`config.mk`:
```
export PLATFORM = sky130hd
export DESIGN_NAME = mips_multicycle_ctrl
export DESIGN_NICKNAME = d
export VERILOG_FILES = /design/src/rtl/mips_mc_pkg.sv /design/src/rtl/alu_decoder.sv /design/src/rtl/mips_multicycle_ctrl.sv
export SDC_FILE = /design/constraint.sdc
export NUM_CORES = 1
export LEC_CHECK = 0
export BUFFER_PORTS_ARGS = -buffer_cell sky130_fd_sc_hd__buf_2
export CORE_AREA = 5 5 42 44
export DETAILED_ROUTE_END_ITERATION = 8
export DIE_AREA = 0 0 47 49
export PLACE_DENSITY = 0.75
export REMOVE_ABC_BUFFERS = 1
export SLEW_MARGIN = 25
export SYNTH_ARGS = -nofsm -noshare
export SYNTH_HDL_FRONTEND = slang
export SYNTH_SLANG_ARGS = --single-unit
export TNS_END_PERCENT = 30
```
`constraint.sdc`:
```
create_clock -name clk -period 2.74 [get_ports clk]
set_input_delay 0.274 -clock clk [delete_from_list [all_inputs] [get_ports clk]]
set_output_delay 0.274 -clock clk [all_outputs]
set_load 0.01 [all_outputs]
```
`src/rtl/mips_mc_pkg.sv`:
```
// Shared types and encodings for the multi-cycle MIPS control unit.
// The JUMP state only exists when MC_CTRL_JUMP_EN is defined.
package mips_mc_pkg;

  typedef enum logic [3:0] {
    S_IDLE,
    S_FETCH,
    S_DECODE,
    S_MEM_ADR,
    S_MEM_RD,
    S_MEM_WB,
    S_MEM_WR,
    S_RTYPE_EX,
    S_RTYPE_WB,
    S_BEQ_EX,
    S_ADDI_EX,
    S_ADDI_WB
`ifdef MC_CTRL_JUMP_EN
    , S_JUMP
`endif
  } state_t;

  localparam logic [5:0] OP_RTYPE = 6'b000000;
  localparam logic [5:0] OP_LW    = 6'b100011;
  localparam logic [5:0] OP_SW    = 6'b101011;
  localparam logic [5:0] OP_BEQ   = 6'b000100;
  localparam logic [5:0] OP_ADDI  = 6'b001000;
  localparam logic [5:0] OP_J     = 6'b000010;

  localparam logic [5:0] FN_ADD = 6'b100000;
  localparam logic [5:0] FN_SUB = 6'b100010;
  localparam logic [5:0] FN_AND = 6'b100100;
  localparam logic [5:0] FN_XOR = 6'b100110;
  localparam logic [5:0] FN_SLT = 6'b101010;
  localparam logic [5:0] FN_MUL = 6'b011000;

  localparam logic [2:0] ALU_AND = 3'b000;
  localparam logic [2:0] ALU_XOR = 3'b001;
  localparam logic [2:0] ALU_ADD = 3'b010;
  localparam logic [2:0] ALU_SUB = 3'b100;
  localparam logic [2:0] ALU_MUL = 3'b101;
  localparam logic [2:0] ALU_SLT = 3'b110;

  localparam logic [1:0] SRCB_B       = 2'b00;
  localparam logic [1:0] SRCB_FOUR    = 2'b01;
  localparam logic [1:0] SRCB_IMM     = 2'b10;
  localparam logic [1:0] SRCB_IMM_SH2 = 2'b11;

  localparam logic [1:0] PCSRC_ALU    = 2'b00;
  localparam logic [1:0] PCSRC_ALUOUT = 2'b01;
  localparam logic [1:0] PCSRC_JUMP   = 2'b10;

endpackage

```
`src/rtl/alu_decoder.sv`:
```
// Maps an R-type funct field to an ALU operation; unknown functs are
// flagged so DECODE can turn the instruction into a no-op.
module alu_decoder
  import mips_mc_pkg::*;
(
  input  logic [5:0] funct,
  output logic [2:0] alu_control,
  output logic       funct_illegal
);

  always_comb begin
    alu_control   = ALU_ADD;
    funct_illegal = 1'b0;
    case (funct)
      FN_ADD:  alu_control = ALU_ADD;
      FN_SUB:  alu_control = ALU_SUB;
      FN_AND:  alu_control = ALU_AND;
      FN_XOR:  alu_control = ALU_XOR;
      FN_SLT:  alu_control = ALU_SLT;
      FN_MUL:  alu_control = ALU_MUL;
      default: funct_illegal = 1'b1;
    endcase
  end

endmodule

```
`src/rtl/mips_multicycle_ctrl.sv`:
```
// Moore FSM sequencing MIPS instructions through the shared datapath.
// Define MC_CTRL_JUMP_EN to support the j instruction.
module mips_multicycle_ctrl
  import mips_mc_pkg::*;
(
  input  logic       clk,
  input  logic       rst_n,
  input  logic [5:0] opcode,
  input  logic [5:0] funct,
  input  logic       zero_flag,
  output logic       pc_en,
  output logic       iord,
  output logic       mem_write,
  output logic       ir_write,
  output logic       reg_dst,
  output logic       mem_to_reg,
  output logic       reg_write,
  output logic       alu_src_a,
  output logic [1:0] alu_src_b,
  output logic [1:0] pc_src,
  output logic [2:0] alu_control,
  output logic       illegal_instr
);

  state_t     state, state_next;
  logic       pc_write;
  logic       branch;
  logic [2:0] funct_alu;
  logic       funct_illegal;

  alu_decoder u_alu_decoder (
    .funct         (funct),
    .alu_control   (funct_alu),
    .funct_illegal (funct_illegal)
  );

  always_ff @(posedge clk or negedge rst_n) begin
    if (!rst_n) state <= S_IDLE;
    else        state <= state_next;
  end

  // Branch is only taken when BEQ_EX sees the ALU subtraction yield zero.
  assign pc_en = pc_write | (branch & zero_flag);

  always_comb begin
    state_next    = state;
    pc_write      = 1'b0;
    branch        = 1'b0;
    iord          = 1'b0;
    mem_write     = 1'b0;
    ir_write      = 1'b0;
    reg_dst       = 1'b0;
    mem_to_reg    = 1'b0;
    reg_write     = 1'b0;
    alu_src_a     = 1'b0;
    alu_src_b     = SRCB_B;
    pc_src        = PCSRC_ALU;
    alu_control   = ALU_ADD;
    illegal_instr = 1'b0;

    case (state)
      S_IDLE: state_next = S_FETCH;

      S_FETCH: begin
        ir_write   = 1'b1;
        alu_src_b  = SRCB_FOUR;
        pc_write   = 1'b1;
        state_next = S_DECODE;
      end

      // Branch target is precomputed here so BEQ_EX can select ALUOut.
      S_DECODE: begin
        alu_src_b = SRCB_IMM_SH2;
        case (opcode)
          OP_LW, OP_SW: state_next = S_MEM_ADR;
          OP_RTYPE: begin
            if (funct_illegal) begin
              illegal_instr = 1'b1;
              state_next    = S_FETCH;
            end else begin
              state_next = S_RTYPE_EX;
            end
          end
          OP_BEQ:  state_next = S_BEQ_EX;
          OP_ADDI: state_next = S_ADDI_EX;
`ifdef MC_CTRL_JUMP_EN
          OP_J:    state_next = S_JUMP;
`endif
          default: begin
            illegal_instr = 1'b1;
            state_next    = S_FETCH;
          end
        endcase
      end

      S_MEM_ADR: begin
        alu_src_a  = 1'b1;
        alu_src_b  = SRCB_IMM;
        state_next = (opcode == OP_SW) ? S_MEM_WR : S_MEM_RD;
      end

      S_MEM_RD: begin
        iord       = 1'b1;
        state_next = S_MEM_WB;
      end

      S_MEM_WB: begin
        mem_to_reg = 1'b1;
        reg_write  = 1'b1;
        state_next = S_FETCH;
      end

      S_MEM_WR: begin
        iord       = 1'b1;
        mem_write  = 1'b1;
        state_next = S_FETCH;
      end

      S_RTYPE_EX: begin
        alu_src_a   = 1'b1;
        alu_control = funct_alu;
        state_next  = S_RTYPE_WB;
      end

      S_RTYPE_WB: begin
        reg_dst    = 1'b1;
        reg_write  = 1'b1;
        state_next = S_FETCH;
      end

      S_BEQ_EX: begin
        alu_src_a   = 1'b1;
        alu_control = ALU_SUB;
        branch      = 1'b1;
        pc_src      = PCSRC_ALUOUT;
        state_next  = S_FETCH;
      end

      S_ADDI_EX: begin
        alu_src_a  = 1'b1;
        alu_src_b  = SRCB_IMM;
        state_next = S_ADDI_WB;
      end

      S_ADDI_WB: begin
        reg_write  = 1'b1;
        state_next = S_FETCH;
      end

`ifdef MC_CTRL_JUMP_EN
      S_JUMP: begin
        pc_src     = PCSRC_JUMP;
        pc_write   = 1'b1;
        state_next = S_FETCH;
      end
`endif

      default: state_next = S_IDLE;
    endcase
  end

endmodule
```
==> impl_metrics.ini <==
[setup_path]
cp-end-kind = primary output
crit_fanout = 7
crit_start = opcode[0]
max_stage_delay_ns = 0.63
cp.arrival_ns = 1.94
worstSetupPathType = in -> out
rr_startpoint = state[2]$_DFF_PN0_
path_cells = buf_2 -> or4_1 -> or3_1 -> or3_1 -> a31oi_1 -> buf_2
worstPathRequired_ns = 2.47
start_kind = input pin
critPathSlowestCell = or4_1

[pwr]
total_power_w = 0.000539
power.density_cell_area_nw_per_um2 = 759
irDropWorstVdd_mv = 0.283
power.leakage_nw = 0.332

[global_route]
grt_pass1_wl_um = 2420
grt_start_max_net_pins = 18
gr-total-overflow = 0
grtUsageTotal_pct = 13.5
grt_pass1_vias = 620
antenna_found_initial = 0

[routing]
drt-wirelength-per-cell_um = 11.9
final_antenna_net_count = 0
drc = 0
drtIter0Drc = 21
routed_wl_um = 1420
vias = 649
drt_first_pass_iters = 4
routed_via_density = 5.41

[finish]
drive_gt1_share_pct = 32.7
final_nets = 121
regMostFlops = state
areaGrowthSynthToFinish_pct = 29.7
final_core_utilization_pct = 50.7
multiInputGateArea_um2 = 409
seqCellArea_um2 = 100
final_area_um2 = 711
largest_reg_flops = 4
final_cell_mix = 29 x buf_2, 6 x a21oi_1
fillers = 151
reg.largest.list = state (4)
num_antenna_cells = 0
final_common_cell = buf_2

[logic_synthesis]
syn_inst = 78
ys_seq_elements = 4
yosysSeqAreaShare_pct = 18.3
synth_fa_ha_area_share_pct = 0
synth_compound_area_share_pct = 28.8
synthSimpleGateAreaFrac_pct = 43.6
muxShareOfSynthArea_pct = 0
synthXorXnorAreaFrac_pct = 1.60
ys.warnings.count = 0
avgSynthCellArea_um2 = 7.03
synth_top_family_by_area = simple AND/OR/NAND/NOR gates
netlist_area_um2 = 548
ys_types = 38

[clock_network]
cts_sinks = 4
tritoncts = done
clock_latency_ns = 0.24
ctsLongestPathBuffers = 2
path_clk_slew_ns = 0.04
numCtsBuffers = 3
ctsHtreeMaxLevel = 1
root_buffer = clkbuf_4
post_cts_buffers = 0

[floorplanning]
die_x_um = 47
dieArea_um2 = 2300
die_h_um = 49
core_um2 = 1400
io_pins = 31
initial_core_util_pct = 39.1
num_rows = 14

[hold_path]
min_from = opcode[2]
hp-class = in -> reg

[sta]
drv_slew = 0
setup_viol = 0
finalHoldViolations = 0
fin_skew_ns = 0.00170
grt_setup_unrepaired = no
post-route-period-util_pct = 80.7
max_freq_ghz = 0.452
fin_tns_setup_ns = 0
hold_slack_ns = 0.321
fin_crit_ns = 2.21

[place]
port_buffers = 29
placed_cell_area_um2 = 678
dp_hpwl_um = 1120
gp_congestion = 0.773

[status]
status = complete, no violations

[flow_run]
max-cap-violations = 0
[final timing paths]
kind / cells past startpoint / slack [ns] / to
min in group asynchronous: 2 / 0.37 / state[1]$_DFF_PN0_
max: 6 / 0.53 / illegal_instr
min reg2reg: 1 / 0.66 / state[2]$_DFF_PN0_
min: 2 / 0.32 / state[1]$_DFF_PN0_
max in group asynchronous: 2 / 2.25 / state[0]$_DFF_PN0_
max reg2reg: 3 / 1.14 / state[1]$_DFF_PN0_
[synth_stat cells, drive strengths merged]
master	instances	area share, %
xnor2	1	1.6
o41ai	1	1.6
nor3b	2	2.7
a21oi	6	5.5
or4b	1	1.8
a21boi	1	1.4
o21a	1	1.4
nor2	5	3.4
o21ai	5	4.6
o31ai	1	1.4
buf	3	3.7
nor4	1	1.1
a211oi	1	1.4
o211ai	1	1.4
or3	3	3.7
o21bai	1	1.4
nor3	5	4.6
nor4b	1	1.6
a21o	2	2.7
a31oi	2	2.3
nand4bb	1	2.1
nor2b	4	4.6
or2b	2	3.0
o22ai	2	2.3
or4	1	1.4
o311ai	1	1.6
inv	1	0.68
conb	1	0.68
dfrtp	4	18
nand4b	1	1.6
clkbuf	4	2.7
nand2	4	2.7
and2	2	2.3
nand3b	1	1.4
nand2b	5	5.7
[critical path: cells and delay by family]
family	cells	cell delay [ns]
buffers and inverters	2	0.25
AOI/OAI and AO/OA	1	0.13
and+or+nand+nor	3	1.27
[per-layer routing]
layer | global-route usage [%] | up-vias | routed length [um]
li1 | - | 340 | -
met1 | 16.6 | 282 | 637
met2 | 21.7 | 23 | 654
met3 | 1.11 | 4 | 94
met4 | 7.83 | 0 | 36
met5 | 0 | - | 0
[kinds of logic (layout without fill, tap and decap cells)]
group,Yosys count,after routing
simple gates,39,39
compound gates,25,25
buf+inv,8,34
xor+xnor,1,1
other cells,1,1
flops,4,4
[through the flow]
| step | setup WS [ns] | cells |
|---|---|---|
| floorplan | 0.743 | 71 |
| detailed placement | 0.525 | 116 |
| CTS | 0.518 | 120 |
| global placement | 0.563 | 116 |
| global route | 0.435 | 120 |
| finish | 0.530 | 120 |
[cell type report]
| class | instances | share of cell area, % |
|---|---|---|
| inverter | 1 | 0.528 |
| clock buffer | 3 | 3.17 |
| tap | 16 | 2.82 |
| multi-input combinational | 66 | 57.6 |
| timing repair buffer | 30 | 21.8 |
| sequential | 4 | 14.1 |
[power by group]
| group | internal, W | switching [W] |
|---|---|---|
| Sequential | 0.0000819 | 0.0000737 |
| Combinational | 0.000151 | 0.000158 |
| Clock | 0.0000491 | 0.0000253 |
| Total | 0.000282 | 0.000257 |
[repair_timing]
action	CTS	global route
endpoints found under the hold margin	4	0
hold buffers	1	0
endpoints found under the setup margin	0	0
resized for setup	0	0
(Power assumes the default switching activity.)
